### src/rtl/i2c_target_regif.sv
// ============================================================================
// Module   : i2c_target_regif
// Purpose  : I2C target that answers to DEV_ADDR, with a register-file port
//            offering a pointer, write strobes and auto-incrementing reads.
// Revision : 1.0  initial release
// ============================================================================
`default_nettype none

module i2c_target_regif #(
  parameter logic [6:0] DEV_ADDR    = 7'h50,
  parameter int         SYNC_STAGES = 2
) (
  input  logic       clk,
  input  logic       resetn,
  input  logic       scl_i,
  input  logic       sda_i,
  output logic       sda_oe,
  output logic [7:0] reg_addr,
  output logic [7:0] wr_data,
  output logic       wr_valid,
  output logic       rd_req,
  input  logic [7:0] rd_data,
  output logic       busy,
  output logic       rd_nack
);

  typedef enum logic [2:0] {
    IDLE, ADDR, ADDR_ACK, WR_BYTE, WR_ACK, RD_BYTE, RD_ACK, WAIT_STOP
  } state_t;

  // Synchronisers reset to the idle-bus level so reset release never looks like an edge.
  logic [SYNC_STAGES-1:0] scl_sync, sda_sync;
  logic                   scl_q, sda_q;

  always_ff @(posedge clk or negedge resetn) begin
    if (!resetn) begin
      scl_sync <= '1;
      sda_sync <= '1;
      scl_q    <= 1'b1;
      sda_q    <= 1'b1;
    end else begin
      scl_sync <= {scl_sync[SYNC_STAGES-2:0], scl_i};
      sda_sync <= {sda_sync[SYNC_STAGES-2:0], sda_i};
      scl_q    <= scl_sync[SYNC_STAGES-1];
      sda_q    <= sda_sync[SYNC_STAGES-1];
    end
  end

  logic scl_s, sda_s, scl_rise, scl_fall, start_c, stop_c;
  assign scl_s    = scl_sync[SYNC_STAGES-1];
  assign sda_s    = sda_sync[SYNC_STAGES-1];
  assign scl_rise = scl_s & ~scl_q;
  assign scl_fall = ~scl_s & scl_q;
  assign start_c  = scl_s & scl_q & sda_q & ~sda_s;
  assign stop_c   = scl_s & scl_q & ~sda_q & sda_s;

  state_t     state;
  logic [7:0] shreg;
  logic [3:0] bitcnt;
  logic       rw, ptr_phase, ack_phase, inc_pend;
  logic [7:0] byte_in;
  assign byte_in = {shreg[6:0], sda_s};

  always_ff @(posedge clk or negedge resetn) begin
    if (!resetn) begin
      state     <= IDLE;
      shreg     <= 8'h00;
      bitcnt    <= 4'd0;
      rw        <= 1'b0;
      ptr_phase <= 1'b0;
      ack_phase <= 1'b0;
      inc_pend  <= 1'b0;
      sda_oe    <= 1'b0;
      reg_addr  <= 8'h00;
      wr_data   <= 8'h00;
      wr_valid  <= 1'b0;
      rd_req    <= 1'b0;
      busy      <= 1'b0;
      rd_nack   <= 1'b0;
    end else begin
      wr_valid <= 1'b0;
      rd_req   <= 1'b0;
      rd_nack  <= 1'b0;
      if (start_c) begin
        state     <= ADDR;
        bitcnt    <= 4'd0;
        busy      <= 1'b1;
        sda_oe    <= 1'b0;
        ack_phase <= 1'b0;
      end else if (stop_c) begin
        state  <= IDLE;
        bitcnt <= 4'd0;
        busy   <= 1'b0;
        sda_oe <= 1'b0;
      end else begin
        case (state)
          ADDR: if (scl_rise) begin
            shreg  <= byte_in;
            bitcnt <= bitcnt + 4'd1;
            if (bitcnt == 4'd7) begin
              bitcnt    <= 4'd0;
              rw        <= sda_s;
              ack_phase <= 1'b0;
              state     <= (byte_in[7:1] == DEV_ADDR) ? ADDR_ACK : WAIT_STOP;
            end
          end
          ADDR_ACK: if (scl_fall) begin
            if (!ack_phase) begin
              sda_oe    <= 1'b1;
              ack_phase <= 1'b1;
              rd_req    <= rw;
            end else begin
              ack_phase <= 1'b0;
              if (rw) begin
                // The first read bit goes out on the same fall that ends the ACK.
                sda_oe <= ~shreg[7];
                shreg  <= {shreg[6:0], 1'b0};
                bitcnt <= 4'd1;
                state  <= RD_BYTE;
              end else begin
                sda_oe    <= 1'b0;
                bitcnt    <= 4'd0;
                ptr_phase <= 1'b1;
                state     <= WR_BYTE;
              end
            end
          end
          WR_BYTE: if (scl_rise) begin
            shreg  <= byte_in;
            bitcnt <= bitcnt + 4'd1;
            if (bitcnt == 4'd7) begin
              bitcnt    <= 4'd0;
              ack_phase <= 1'b0;
              state     <= WR_ACK;
              if (ptr_phase) begin
                reg_addr  <= byte_in;
                ptr_phase <= 1'b0;
                inc_pend  <= 1'b0;
              end else begin
                wr_data  <= byte_in;
                wr_valid <= 1'b1;
                inc_pend <= 1'b1;
              end
            end
          end
          WR_ACK: if (scl_fall) begin
            if (!ack_phase) begin
              sda_oe    <= 1'b1;
              ack_phase <= 1'b1;
            end else begin
              sda_oe    <= 1'b0;
              ack_phase <= 1'b0;
              inc_pend  <= 1'b0;
              if (inc_pend) reg_addr <= reg_addr + 8'd1;
              state <= WR_BYTE;
            end
          end
          RD_BYTE: if (scl_fall) begin
            if (bitcnt == 4'd8) begin
              sda_oe <= 1'b0;
              bitcnt <= 4'd0;
              state  <= RD_ACK;
            end else begin
              sda_oe <= ~shreg[7];
              shreg  <= {shreg[6:0], 1'b0};
              bitcnt <= bitcnt + 4'd1;
            end
          end
          RD_ACK: if (scl_rise) begin
            if (!sda_s) begin
              reg_addr <= reg_addr + 8'd1;
              rd_req   <= 1'b1;
              bitcnt   <= 4'd0;
              state    <= RD_BYTE;
            end else begin
              rd_nack <= 1'b1;
              state   <= WAIT_STOP;
            end
          end
          default: ;
        endcase
        // rd_data is valid the clock after rd_req; no SCL edge can coincide with it.
        if (rd_req) shreg <= rd_data;
      end
    end
  end

endmodule

`default_nettype wire

### config.mk
export PLATFORM = sky130hd
export DESIGN_NAME = i2c_target_regif
export DESIGN_NICKNAME = d
export VERILOG_FILES = /design/src/rtl/i2c_target_regif.sv
export SDC_FILE = /design/constraint.sdc
export NUM_CORES = 1
export LEC_CHECK = 0
export BUFFER_PORTS_ARGS = -buffer_cell sky130_fd_sc_hd__buf_2
export CAP_MARGIN = 20
export CELL_PAD_IN_SITES_DETAIL_PLACEMENT = 1
export CELL_PAD_IN_SITES_GLOBAL_PLACEMENT = 2
export CORE_UTILIZATION = 37
export CTS_CLUSTER_DIAMETER = 40
export DETAILED_ROUTE_END_ITERATION = 7
export PLACE_DENSITY_LB_ADDON = 0.1
export SETUP_SLACK_MARGIN = 0.1
export SYNTH_ARGS = -nofsm -noshare
export SYNTH_HDL_FRONTEND = slang
export SYNTH_SLANG_ARGS = --single-unit
export TNS_END_PERCENT = 1
### constraint.sdc
create_clock -name clk -period 2.4 [get_ports clk]
set_clock_uncertainty 0.05 [all_clocks]
set_input_delay 0.24 -clock clk [delete_from_list [all_inputs] [get_ports clk]]
set_output_delay 0.24 -clock clk [all_outputs]
set_load 0.03 [all_outputs]
* Word-level counts from Yosys, hierarchy flattened
Cells that the tools add are included.
Widths: inputs -> output; s select.
** Operators by class
- Add/sub/neg operators :: 2
- Equal/unequal tests :: 43
- Muxes and demuxes :: 90
- Bitwise logic cells :: 15
- Reduce and logical (&&, ||, !) cells :: 21
** Operators by type and width (count)
- $mux 8 :: 15
- $ne 4x4->1 const B :: 12
- $pmux 8 s3 :: 2
- $mux 3 :: 15
- $mux 1 :: 40
- $mux 4 :: 10
- $ne 2x2->1 const B :: 12
- $pmux 3 s6 :: 1
- $pmux 4 s4 :: 1
- $ne 3x3->1 const B :: 5
- $reduce_and 7->1 :: 2
- $ne 3x1->1 const B :: 4
- $reduce_and 12->1 :: 1
- $reduce_and 11->1 :: 1
- $reduce_and 5->1 :: 2
- $eq 3x3->1 const B :: 3
- $reduce_and 9->1 :: 1
- $add 8x1->8 const B :: 1
- $not 1->1 :: 8
- $pmux 1 s2 :: 4
- $reduce_and 8->1 :: 1
- $reduce_bool 8->1 :: 1
- $and 1x1->1 :: 7
- $eq 7x7->1 const B :: 1
- 16 further kinds :: 21
** Storage, ports and cells
- Bits in registers :: 46
- Bits of input ports :: 12
- Output and inout port bits :: 21
- Word-level logic and storage cells :: 189

* Longest topological paths before layout
Gate-level depths: netlist of the first run.
- Word-level depth :: 7
- Gate-level depth with buffers :: 8
- Mapped depth without buffers :: 7

* Least setup slack after synthesis of the first run
No wires, ideal clock.
- Path kind :: register -> register
- Start point :: register sda_sync[1]
- End point :: register reg_addr[0]
- Setup time :: 0.124 ns
- Arrival time :: 1.748 ns
- Data required time :: 2.226 ns
- Setup slack :: 0.478 ns
- Cell stages (with the launch flop) :: 7
- Path buffers :: 1
- Period minus slack after synthesis :: 1.922 ns
- Cell sequence :: dfstp_2 > buf_2 > xnor2_2 > nor2_4 > a221o_1 > or2_1 > a211o_1
** Between the ends
- Word-level cells in the longest chain between the ends :: 4
- Elaborated cells between the ends (all ways) :: 11
- Those cells by class :: eq/ne (1); mux (4); bitwise (5); reduce/logical (1)
** RTL lines
- from (decl) :: line 32 : logic [SYNC_STAGES-1:0] scl_sync, sda_sync;
- from (signal assigned) :: line 43 : sda_sync <= {sda_sync[SYNC_STAGES-2:0], sda_i};
- $mux 8 / $not 1->1 (equally long branches) :: line 135, 54
- $mux 8 / $and 1x1->1 (equally long branches) :: line 131, 54
- $mux 8 / $not 1->1 (equally long branches)
- $pmux 8 s3 / $reduce_and 11->1 (equally long branches)
- to (signal assigned) :: line 136 : reg_addr <= byte_in;
- to (signal assigned) :: line 154 : if (inc_pend) reg_addr <= reg_addr + 8'd1;
- to (signal assigned) :: line 171 : reg_addr <= reg_addr + 8'd1;
- to (decl) :: line 18 : output logic [7:0] reg_addr,
Several ways; a longest one is shown, not always the timed one. The select of a mux whose other input is x is not followed.
A chain may end at the register's enable or synchronous reset.

* Worst setup path after layout of the first run
- Start point :: register scl_sync[1]
- End point :: register wr_data[7]
** Between the ends
- Word-level cells in the longest chain between the ends :: 5
- Elaborated cells between the ends (all ways) :: 9
- Those cells by class :: bitwise (8); reduce/logical (1)
** RTL lines
- from (decl) :: line 32
- from (signal assigned) :: line 42 : scl_sync <= {scl_sync[SYNC_STAGES-2:0], scl_i};
- $and 1x1->1 :: line 54, 55
- $and 1x1->1, on equally long branches (2 in series) :: line 55, 54
- $not 1->1 (no source line)
- $reduce_and 6->1 (no source line) *
- to (signal assigned) :: line 140 : wr_data <= byte_in;
- to (decl) :: line 19 : output logic [7:0] wr_data,
Every way passes the cells marked *; elsewhere a longest branch is shown, timed or not.

==> out/results.ini, run 1 <==
[run_status]
status = complete, no violations

[sta]
min_period_ns = 2.227
fin_crit_sh_pct = 92.81
finalHoldViolCount = 0
relSlewSlack_pct = 56.46
setup_violations = 0
fmax_mhz = 448.9
finalSetupTns_ns = 0
tightest_slew_ns = 0.6531
rsz0062_at_grt = yes
maxSlewViolCount = 0

[global_route]
antenna_found_initial = 0
grt_overflow = 0
grt.total_usage_pct = 20.91
grt_pass1_vias = 2483
grt_max_degree = 21
grt_pass1_wl_mm = 13.54

[clock_tree]
root_buffer = clkbuf_8
cts_setup_buffers = 0
cts_buffers = 5
clockBufferDepth = 2
clk_pin_slew_worst_paths_ns = 0.10
insertion_delay_ns = 0.31
cts_tree = built
cts_htree_levels = 2
clkSinkCount = 46

[critical_path]
crit_path_start_kind = register
crit_chain = nand2b_1 -> nor2_4 -> nand2_1 -> or3_1 -> mux2_4
required_ns = 2.55
max_stage_delay_ns = 0.63
setup.worst_path.end = wr_data[7]$_DFFE_PN0P_
crit_start = scl_sync[1]$_DFF_PN1_
rr_worst_depth = 5
cp.arrival_ns = 2.38
rr_endpoint = wr_data[7]$_DFFE_PN0P_
cp_num_buf_inv = 0
ff2ff_setup_slack_ns = 0.17
rr_startpoint = scl_sync[1]$_DFF_PN1_
crit_cells = 5
endpoint_kind = register
criticalPathCategory = register to register
cp_slowest_cell = dfstp_2
worstPathMaxFanout = 9
crit_family = simple AND/OR/NAND/NOR gates

[floorplan]
die_h_um = 90.14
die_width_um = 90.14
die_area_um2 = 8124
io_pins = 33
start_util_pct = 39.00
coreArea_um2 = 7370
rows = 31

[pwr]
pwr-share-seq_pct = 36.6
ir_drop_v = 0.0005008
comb_power_share_pct = 49.2
powerDensity_nw_per_um2 = 1109
internal-power_mw = 2.028
swShare_pct = 45.26
p_leak_nw = 1.496
switchingPower_mw = 1.677
power_frac_clock_pct = 14.2

[synthesis]
synth-seq-area-share_pct = 40.31
synthSimpleGateAreaFrac_pct = 22.25
syn-mean-instance-area_um2 = 9.979
synth_top_family_by_area = compound AO/OA/AOI/OAI gates
async_flop_share_pct = 100.0
synth-xor-area-share_pct = 1.175
synth.area.mux_share_pct = 5.616
yosysWarnings = 0
synth-edff-count = 0
syn_inst = 288
synth_cell_type_count = 71
synthAdderAreaFrac_pct = 1.306
synth_compound_gate_area_share_pct = 24.25
synthesis.nets = 303
ys_ff_latch = 46
synthFlopType = dfrtp_1
syn_area_um2 = 2874

[drt]
wl_per_cell_um = 18.39
firstDrtPassIters = 4
wl_mm = 7.925
drc = 0
drt_iter0_drc = 101
vias = 2449
viasPerCell = 5.682
drtAntennaViolNets = 0

[hold_path]
min-delay-start = rd_data[1]
min_path_type = input pin to register

[job]
drv_cap = 0

[layout]
drive_gt1_share_pct = 28.92
instances_no_fill = 431
area_growth_pct = 16.28
n_antenna_cell = 0
fin_nets = 346
final_area_um2 = 3342

[placed_design]
dp.cells = 420
globalplace.congestion = 0.7646
dpl_cell_area_um2 = 3208
portBuffers = 32
hpwlAfterDp_mm = 5.733

-- power by group through the flow --
| stage | Clock (mW) | Sequential (mW) | Combinational, mW |
|---|---|---|---|
| floorplan | 0 | 1.35 | 1.27 |
| global placement | 0 | 1.36 | 1.78 |
| detailed placement | 0 | 1.37 | 1.80 |
| CTS | 0.542 | 1.36 | 1.82 |
| global route | 0.563 | 1.40 | 2.02 |
| finish | 0.526 | 1.36 | 1.82 |
-- placed cells by master, fill, tap and decap left out, types with 3 or more instances in the layout --
cell            n
o21ai_0        17
buf_2          32
a31oi_1         5
dfrtp_1        40
and3_1          5
nor4_1          4
nand3_1         9
nand2_1        13
nor3_1          9
mux2_4          8
o22ai_1         6
nand3b_1        4
nor2_1         26
inv_1          10
a2bb2oi_1      10
mux2i_1         3
dfstp_2         6
dlygate4sd3_1   3
buf_4          18
o31ai_1         9
nand2b_1       11
ha_1            3
a21oi_1        12
clkbuf_8        5
-- stage by stage --
| stage | hold slack (ns) | worst slack (ns) | power [mW] | util [%] |
|---|---|---|---|---|
| 6_report | 0.2514 | 0.1725 | 3.705 | 45.35 |
| 5_1_grt | 0.2931 | 0.03118 | 3.982 | 45.35 |
| 4_1_cts | 0.2488 | 0.1663 | 3.715 | 45.21 |
| 3_5_place_dp | 0.1314 | 0.1698 | 3.174 | 43.53 |
| 3_3_place_gp | 0.1271 | 0.2160 | 3.142 | 43.53 |
| 2_1_floorplan | -0.1056 | 0.4776 | 2.614 | - |
-- registers in the layout, indices dropped and copies added (netlist names), 2 cells and up --
signal	flops
state	3
bitcnt	4
reg_addr	8
scl_sync	2
wr_data	8
shreg	8
sda_sync	2
-- cell usage after synthesis (3+ instances only) --
cell type	number	area [um^2]
ha_1	3	37.54
nand2_1	13	48.80
a2bb2oi_1	10	87.58
nand2b_1	11	68.82
nor3_1	9	45.04
clkbuf_1	6	22.52
dfrtp_1	40	1001
mux2i_1	3	30.03
buf_2	6	30.03
buf_4	4	30.03
dfstp_2	6	157.7
nand3_1	9	45.04
inv_1	10	37.54
a21oi_1	12	60.06
nand3b_1	4	30.03
o21ai_0	17	85.08
nor4_1	4	25.02
nor2_1	26	97.59
a31oi_1	5	31.28
mux2_4	8	120.1
and3_1	5	31.28
o31ai_1	9	67.56
o22ai_1	6	37.54
-- kinds of logic (layout without fill, tap and decap cells) --
group / Yosys count / count (layout)
buffers and inverters: 29 / 73
AO/OA/AOI/OAI: 89 / 89
multiplexers: 12 / 12
adder cells (fa/ha/maj): 3 / 3
XOR/XNOR: 3 / 3
flip-flops: 46 / 46
AND/OR/NAND/NOR: 106 / 106
-- worst min-delay path: stages --
cell,delay (ns)
buf_2,0.09
nand2b_1,0.13
o31ai_1,0.06
a2bb2oi_1,0.06
-- final cells by class --
cell class | instances | area (um^2)
clock buffers | 5 | 68.82
flip-flops and latches | 46 | 1159
multi-input cells | 213 | 1579
repair buffers | 54 | 345.3
clock inverters | 3 | 25.02
well taps | 99 | 123.9
fillers | 852 | 4028
inverters | 11 | 41.29
-- worst min path at each step --
stage                                  to  cells past startpoint
floorplan           ack_phase$_DFFE_PN0P_                      0
global placement    bitcnt[0]$_DFFE_PN0P_                      1
detailed placement  bitcnt[0]$_DFFE_PN0P_                      1
CTS                  shreg[1]$_DFFE_PN0P_                      4
global route         shreg[4]$_DFFE_PN0P_                      4
finish               shreg[1]$_DFFE_PN0P_                      4
-- what timing repair did --
item,in CTS,in global routing
hold buffers,3,0
setup endpoints to repair,0,15
endpoints found under the hold margin,17,0
resized for setup,0,1
-- layer usage --
| metal | vias up | wire length (um) | part of all wire [%] | GRT usage [%] |
|---|---|---|---|---|
| li1 | 1162 | - | - | - |
| met1 | 1239 | 3951 | 50 | 30.83 |
| met2 | 39 | 3629 | 46 | 32.25 |
| met3 | 9 | 247 | 3.1 | 3.215 |
| met4 | 0 | 97 | 1.2 | 4.435 |
| met5 | - | 0 | 0 | 0 |
No activity file was read; power rests on OpenSTA's default activity.
==> inputs of run 2 (changes only) <==
--- a/config.mk
+++ b/config.mk
@@ -5,15 +5,17 @@
 export SDC_FILE = /design/constraint.sdc
 export NUM_CORES = 1
 export LEC_CHECK = 0
+export ABC_AREA = 1
 export BUFFER_PORTS_ARGS = -buffer_cell sky130_fd_sc_hd__buf_2
 export CAP_MARGIN = 20
 export CELL_PAD_IN_SITES_DETAIL_PLACEMENT = 1
 export CELL_PAD_IN_SITES_GLOBAL_PLACEMENT = 2
-export CORE_UTILIZATION = 37
+export CORE_UTILIZATION = 33
 export CTS_CLUSTER_DIAMETER = 40
 export DETAILED_ROUTE_END_ITERATION = 7
 export PLACE_DENSITY_LB_ADDON = 0.1
 export SETUP_SLACK_MARGIN = 0.1
+export SLEW_MARGIN = 5
 export SYNTH_ARGS = -nofsm -noshare
 export SYNTH_HDL_FRONTEND = slang
 export SYNTH_SLANG_ARGS = --single-unit
==> out/results.ini, run 2 <==
[drt]
vias = 2604  ; was 2449
viasPerCell = 5.008  ; was 5.682
drtAntennaViolNets = 0  ; unchanged
drc = 0  ; unchanged
firstDrtPassIters = 4  ; unchanged
wl_per_cell_um = 15.68  ; was 18.39 um
wl_mm = 8.151  ; was 7.925 mm
drt_iter0_drc = 81  ; was 101

[pwr]
powerDensity_nw_per_um2 = 1135  ; was 1109 nW/um^2
p_leak_nw = 1.657  ; was 1.496 nW
ir_drop_v = 0.0003234  ; was 0.0005008 V
finalPower_mw = 3.554  ; was 3.705 mW

[placed_design]
portBuffers = 32  ; unchanged
dpl_cell_area_um2 = 3025  ; was 3208 um^2
globalplace.congestion = 0.8336  ; was 0.7646
dp.cells = 510  ; was 420
hpwlAfterDp_mm = 6.220  ; was 5.733 mm

[synthesis]
syn_area_um2 = 2740  ; was 2874 um^2
yosysMostFrequentCell = nand2_1  ; was dfrtp_1
syn-mean-instance-area_um2 = 7.249  ; was 9.979 um^2
yosysWarnings = 0  ; unchanged
synth_cell_type_count = 32  ; was 71
synth_area_leader_cell = dfrtp_1  ; unchanged
ys_ff_latch = 46  ; unchanged
async_flop_share_pct = 100.0  ; unchanged
synth_top_area_share_pct = 36.53  ; was 34.83%
synth-seq-area-share_pct = 42.28  ; was 40.31%
synth_area_leaders = dfrtp_1 37%, nand2_1 18%, nand3_1 6.6%, o21ai_0 6.2%, dfstp_2 5.8%  ; was dfrtp_1 35%, dfstp_2 5.5%, mux2_4 4.2%, nor2_1 3.4%, a2bb2oi_1 3.0%
syn_inst = 378  ; was 288
ys_top_cells_by_count = 128 x nand2_1, 40 x dfrtp_1, 36 x inv_1, 36 x nand3_1, 34 x o21ai_0  ; was 40 x dfrtp_1, 26 x nor2_1, 17 x o21ai_0
synth-edff-count = 0  ; unchanged
synthesis.nets = 393  ; was 303
synthFlopType = dfrtp_1  ; unchanged

[critical_path]
max_stage_delay_ns = 0.60  ; was 0.63 ns
required_ns = 2.58  ; was 2.55 ns
crit_path_frequent_cell = nand2_1
cp_num_buf_inv = 2  ; was 0
ff2ff_setup_slack_ns = 0.30  ; was 0.17 ns
rr_startpoint = sda_sync[1]$_DFF_PN1_  ; was scl_sync[1]$_DFF_PN1_
crit_start = sda_sync[1]$_DFF_PN1_  ; was scl_sync[1]$_DFF_PN1_
worstPathMaxFanout = 12  ; was 9
cp.arrival_ns = 2.28  ; was 2.38 ns
rr_endpoint = reg_addr[1]$_DFFE_PN0P_  ; was wr_data[7]$_DFFE_PN0P_
crit_family = simple AND/OR/NAND/NOR gates  ; unchanged
cp_slowest_cell = dfstp_2  ; unchanged
endpoint_kind = register  ; unchanged
criticalPathCategory = register to register  ; unchanged
crit_path_start_kind = register  ; unchanged
rr_worst_depth = 10  ; was 5
crit_chain = inv_2 -> nor2_1 -> nand2_1 -> nand2_1 -> nor2_4 -> inv_1 -> nor2_1 -> nand2_1 -> nand2_1 -> o21ai_2  ; was nand2b_1 -> nor2_4 -> nand2_1 -> or3_1 -> mux2_4

[sta]
fmax_mhz = 475.3  ; was 448.9 MHz
finalSetupTns_ns = 0  ; unchanged
fin_crit_sh_pct = 87.67  ; was 92.81%
tightest_slew_ns = 0.6295  ; was 0.6531 ns
finalHoldViolCount = 21  ; was 0
maxSlewViolCount = 0  ; unchanged
holdWs_ns = -0.01841  ; was 0.2514 ns
relSlewSlack_pct = 58.04  ; was 56.46%
min_period_ns = 2.104  ; was 2.227 ns
setup_violations = 0  ; unchanged
rsz0062_at_grt = no  ; was yes

[global_route]
grt_pass1_vias = 2652  ; was 2483
antenna_found_initial = 0  ; unchanged
grt.total_usage_pct = 20.52  ; was 20.91%
grt_pass1_wl_mm = 13.70  ; was 13.54 mm
grt_max_degree = 47  ; was 21
grt_overflow = 0  ; unchanged

[floorplan]
start_util_pct = 34.74  ; was 39.00%
die_h_um = 93.13  ; was 90.14 um
coreArea_um2 = 7888  ; was 7370 um^2
rows = 32  ; was 31
die_area_um2 = 8672  ; was 8124 um^2
die_width_um = 93.13  ; was 90.14 um
io_pins = 33  ; unchanged

[layout]
multi_input_area_um2 = 1370  ; was 1579 um^2
n_antenna_cell = 0  ; unchanged
final_cell_mix = 128 x nand2_1, 40 x dfrtp_1, 36 x inv_1, 36 x nand3_1, 34 x o21ai_0  ; was 40 x dfrtp_1, 32 x buf_2, 26 x nor2_1
area_growth_pct = 14.29  ; was 16.28%
fin_nets = 432  ; was 346
mostFrequentLayoutCell = nand2_1  ; was dfrtp_1
drive_gt1_share_pct = 17.70  ; was 28.92%
final_area_um2 = 3132  ; was 3342 um^2
instances_no_fill = 520  ; was 431
top_regs = reg_addr (8), shreg (8), wr_data (8)  ; unchanged
n_fill_cell = 1010  ; was 852
regArea_um2 = 1159  ; unchanged

[job]
drv_cap = 0  ; unchanged

[clock_tree]
cts_buffers = 5  ; unchanged
root_buffer = clkbuf_8  ; unchanged
clkSinkCount = 46  ; unchanged
insertion_delay_ns = 0.30  ; was 0.31 ns
cts_setup_buffers = 0  ; unchanged
cts_htree_levels = 2  ; unchanged
clk_pin_slew_worst_paths_ns = 0.09  ; was 0.10 ns
cts_resized = 0  ; unchanged
cts_tree = built  ; unchanged
clockBufferDepth = 2  ; unchanged

[hold_path]
min_path_type = input pin to async pin  ; was input pin to register

[run_status]
violations = negative hold slack
status = finished, violations left  ; was complete, no violations

==> run 2: changes by cell type after synthesis, sizes merged, moves of 8 or more <==
cell,change
o21ai,+21
nand3,+31
nor2,+8
a21oi,-8
a2bb2oi,-10
mux2,-9
nand2b,-12
inv,+32
nand4,+11
o31ai,-9
nand2,+118
==> run 2: worst reg2reg max path, stage by stage (launching register included) <==
cell	delay, ns
dfstp_2	0.60
inv_2	0.10
nor2_1	0.11
nand2_1	0.15
nand2_1	0.25
nor2_4	0.09
inv_1	0.06
nor2_1	0.03
nand2_1	0.38
nand2_1	0.13
o21ai_2	0.08
==> run 2: worst max-delay path by stage <==
stage	endpoint	slack, ns	depth (start not counted)
floorplan	reg_addr[2]$_DFFE_PN0P_	0.76	10
global placement	bitcnt[0]$_DFFE_PN0P_	0.31	9
detailed placement	reg_addr[1]$_DFFE_PN0P_	0.30	10
CTS	reg_addr[1]$_DFFE_PN0P_	0.29	10
global route	reg_addr[1]$_DFFE_PN0P_	0.11	10
finish	reg_addr[1]$_DFFE_PN0P_	0.30	10
==> run 2: cell families (layout without fill, tap and decap cells) <==
group / after synthesis / in the layout / share of synthesized area (%)
simple gates: 223 / 223 / 36.80
buf+inv: 51 / 91 / 7.717
compound gates: 49 / 49 / 9.908
flops: 46 / 46 / 42.28
xor+xnor: 6 / 6 / 1.918
fa+ha+maj: 3 / 3 / 1.370
==> run 2: metal layers <==
| layer | track usage (%) | routed length (um) | vias to the layer above |
|---|---|---|---|
| met1 | 29.67 | 4264 | 1257 |
| met2 | 31.62 | 3557 | 39 |
| met4 | 5.385 | 137 | 0 |
| li1 | - | - | 1297 |
| met3 | 3.415 | 191 | 11 |
| met5 | 0 | 0 | - |
==> run 2: power breakdown <==
part	internal, mW	leakage, nW	switching (mW)
Clock	0.206	0.0452	0.277
Combinational	0.574	1.02	1.33
Sequential	0.953	0.596	0.218
Total	1.73	1.66	1.82
==> run 2: stage by stage <==
| stage | hold WS [ns] | utilization [%] | setup slack (ns) |
|---|---|---|---|
| 3_3_place_gp | 0.2966 | 38.36 | 0.3124 |
| 5_1_grt | 0.01909 | 39.70 | 0.1116 |
| 4_1_cts | 0.008157 | 39.70 | 0.2869 |
| 6_report | -0.01841 | 39.70 | 0.2959 |
| 2_1_floorplan | -0.1056 | - | 0.7586 |
| 3_5_place_dp | 0.2976 | 38.36 | 0.3034 |
==> run 2: final cells by class <==
cell class,count,area share [%]
sequential,46,37.00
clock inverter,2,0.4395
tap,102,4.075
inverter,43,5.234
timing repair buffer,40,7.191
multi-input combinational,281,43.75
clock buffer,6,2.317
==> run 2: timing repair <==
action,CTS,global route
endpoints found under the hold margin,2,0
hold buffers,2,0
endpoints found under the setup margin,0,0
==> inputs of run 3 (changes only) <==
--- a/config.mk
+++ b/config.mk
@@ -10,6 +10,7 @@
 export CAP_MARGIN = 20
 export CELL_PAD_IN_SITES_DETAIL_PLACEMENT = 1
 export CELL_PAD_IN_SITES_GLOBAL_PLACEMENT = 2
+export CORE_MARGIN = 3
 export CORE_UTILIZATION = 33
 export CTS_CLUSTER_DIAMETER = 40
 export DETAILED_ROUTE_END_ITERATION = 7
==> out/results.ini, run 3 (synthesized netlist as in run 2, its figures left out) <==
[layout]
drive_gt1_share_pct = 17.70  ; unchanged
top_regs = reg_addr (8), shreg (8), wr_data (8)  ; unchanged
n_fill_cell = 1017  ; was 1010
fin_nets = 432  ; unchanged
mostFrequentLayoutCell = nand2_1  ; unchanged
n_antenna_cell = 0  ; unchanged
final_cell_mix = 127 x nand2_1, 40 x dfrtp_1, 36 x inv_1, 36 x nand3_1, 34 x o21ai_0  ; was 128 x nand2_1, 40 x dfrtp_1, 36 x inv_1, 36 x nand3_1, 34 x o21ai_0
final_area_um2 = 3146  ; was 3132 um^2
area_growth_pct = 14.79  ; was 14.29%

[pwr]
finalPower_mw = 3.581  ; was 3.554 mW
p_leak_nw = 1.661  ; was 1.657 nW
powerDensity_nw_per_um2 = 1139  ; was 1135 nW/um^2
ir_drop_v = 0.0003255  ; was 0.0003234 V

[drt]
viasPerCell = 4.931  ; was 5.008
drt_iter0_drc = 147  ; was 81
wl_mm = 8.064  ; was 8.151 mm
drtAntennaViolNets = 0  ; unchanged
wl_per_cell_um = 15.51  ; was 15.68 um
drc = 0  ; unchanged
vias = 2564  ; was 2604
firstDrtPassIters = 4  ; unchanged

[floorplan]
io_pins = 33  ; unchanged
start_util_pct = 34.74  ; unchanged
rows = 32  ; unchanged
die_area_um2 = 9433  ; was 8672 um^2
die_h_um = 97.13  ; was 93.13 um
die_width_um = 97.13  ; was 93.13 um
coreArea_um2 = 7888  ; unchanged

[sta]
tightest_slew_ns = 0.6022  ; was 0.6295 ns
relSlewSlack_pct = 59.85  ; was 58.04%
finalSetupTns_ns = 0  ; unchanged
setup_ws_ns = 0.3361  ; was 0.2959 ns
holdWs_ns = 0.2494  ; was -0.01841 ns
fin_crit_sh_pct = 86.00  ; was 87.67%
fmax_mhz = 484.5  ; was 475.3 MHz
maxSlewViolCount = 0  ; unchanged
rsz0062_at_grt = no  ; unchanged
finalHoldViolCount = 0  ; was 21
setup_violations = 0  ; unchanged
min_period_ns = 2.064  ; was 2.104 ns

[placed_design]
portBuffers = 32  ; unchanged
preCtsSetupSlack_ns = 0.2843  ; was 0.3034 ns
hpwlAfterDp_mm = 6.169  ; was 6.220 mm
dpl_cell_area_um2 = 3018  ; was 3025 um^2
globalplace.congestion = 0.8862  ; was 0.8336

[clock_tree]
cts_htree_levels = 2  ; unchanged
insertion_delay_ns = 0.31  ; was 0.30 ns
clockBufferDepth = 2  ; unchanged
clk_pin_slew_worst_paths_ns = 0.09  ; about the same
root_buffer = clkbuf_8  ; unchanged
cts_buffers = 5  ; unchanged
cts_tree = built  ; unchanged
clkSinkCount = 46  ; unchanged
cts_setup_buffers = 0  ; unchanged

[global_route]
grt.total_usage_pct = 17.71  ; was 20.52%
grt_pass1_wl_mm = 13.63  ; was 13.70 mm
grt_max_degree = 47  ; unchanged
grt_pass1_vias = 2614  ; was 2652
antenna_found_initial = 0  ; unchanged
grt_overflow = 0  ; unchanged

[critical_path]
cp.arrival_ns = 2.22  ; was 2.28 ns
required_ns = 2.55  ; was 2.58 ns
endpoint_kind = register  ; unchanged
crit_path_start_kind = register  ; unchanged
criticalPathCategory = register to register  ; unchanged
worstPathMaxFanout = 8  ; was 12

[job]
drv_cap = 0  ; unchanged

[hold_path]
min_path_type = input pin to register  ; was input pin to async pin

[run_status]
status = complete, no violations  ; was finished, violations left

## run 3: changes by cell type in the layout (fill, tap and decap cells not counted), sizes merged
| cell | change |
|---|---|
| clkinv | -2 |
| buf | -1 |
| clkbuf | +1 |
| dlygate4sd3 | +1 |
| inv | +1 |
## run 3: final timing paths
path | from | slack (ns) | cells after the start | end
setup / recovery | sda_sync[1]$_DFF_PN1_ | 0.34 | 9 | bitcnt[2]$_DFFE_PN0P_
hold / removal | rd_data[4] | 0.25 | 5 | shreg[4]$_DFFE_PN0P_
setup reg to reg | sda_sync[1]$_DFF_PN1_ | 0.34 | 9 | bitcnt[2]$_DFFE_PN0P_
hold reg to reg | sda_sync[0]$_DFF_PN1_ | 0.31 | 0 | sda_sync[1]$_DFF_PN1_
max in group asynchronous | resetn | 1.38 | 3 | rd_req$_DFF_PN0_
min in group asynchronous | resetn | 0.51 | 3 | rd_nack$_DFF_PN0_
## run 3: area by class of cell
class                   instances  area (um^2)  share of cell area [%]
well taps                     102        127.6                   4.057
clock buffers                   7        86.33                   2.745
multi-input cells             281         1373                   43.64
clock inverters                 1        8.758                  0.2784
repair buffers                 40        227.7                   7.239
flip-flops and latches         46         1159                   36.83
inverters                      43        163.9                   5.211
## run 3: critical path: stages (launching register included)
cell     delay, ns
dfstp_2       0.60
inv_2         0.09
nor2_1        0.09
nand2_1       0.16
nand2_1       0.28
inv_1         0.22
nand2_1       0.20
nand2_1       0.14
nand2_1       0.08
nand2_1       0.05
## run 3: stage by stage
| stage | std cells | util, % |
|---|---|---|
| after floorplan | 378 | - |
| after CTS | 520 | 39.85 |
| after global routing | 520 | 39.88 |
| after global placement | 509 | 38.26 |
| after detailed placement | 509 | 38.26 |
| final | 520 | 39.88 |
## run 3: report_power, final
| part | total (mW) | internal, mW | switching [mW] |
|---|---|---|---|
| combinational | 1.89 | 0.573 | 1.32 |
| clock | 0.525 | 0.239 | 0.286 |
| sequential | 1.16 | 0.953 | 0.210 |
## run 3: what timing repair did
item	4_1_cts	5_1_grt
endpoints found under the hold margin	8	0
gates resized for setup	0	1
endpoints found under the setup margin	0	3
hold buffers	3	0
## run 3: routing by layer
layer	routed length [um]	track usage (%)	vias to the layer above	part of all wire (%)
met5	0	0	-	0
met4	68	3.240	0	0.84
met3	208	2.369	6	2.6
met2	3659	28.18	32	45
met1	4129	25.95	1230	51
li1	-	-	1296	-
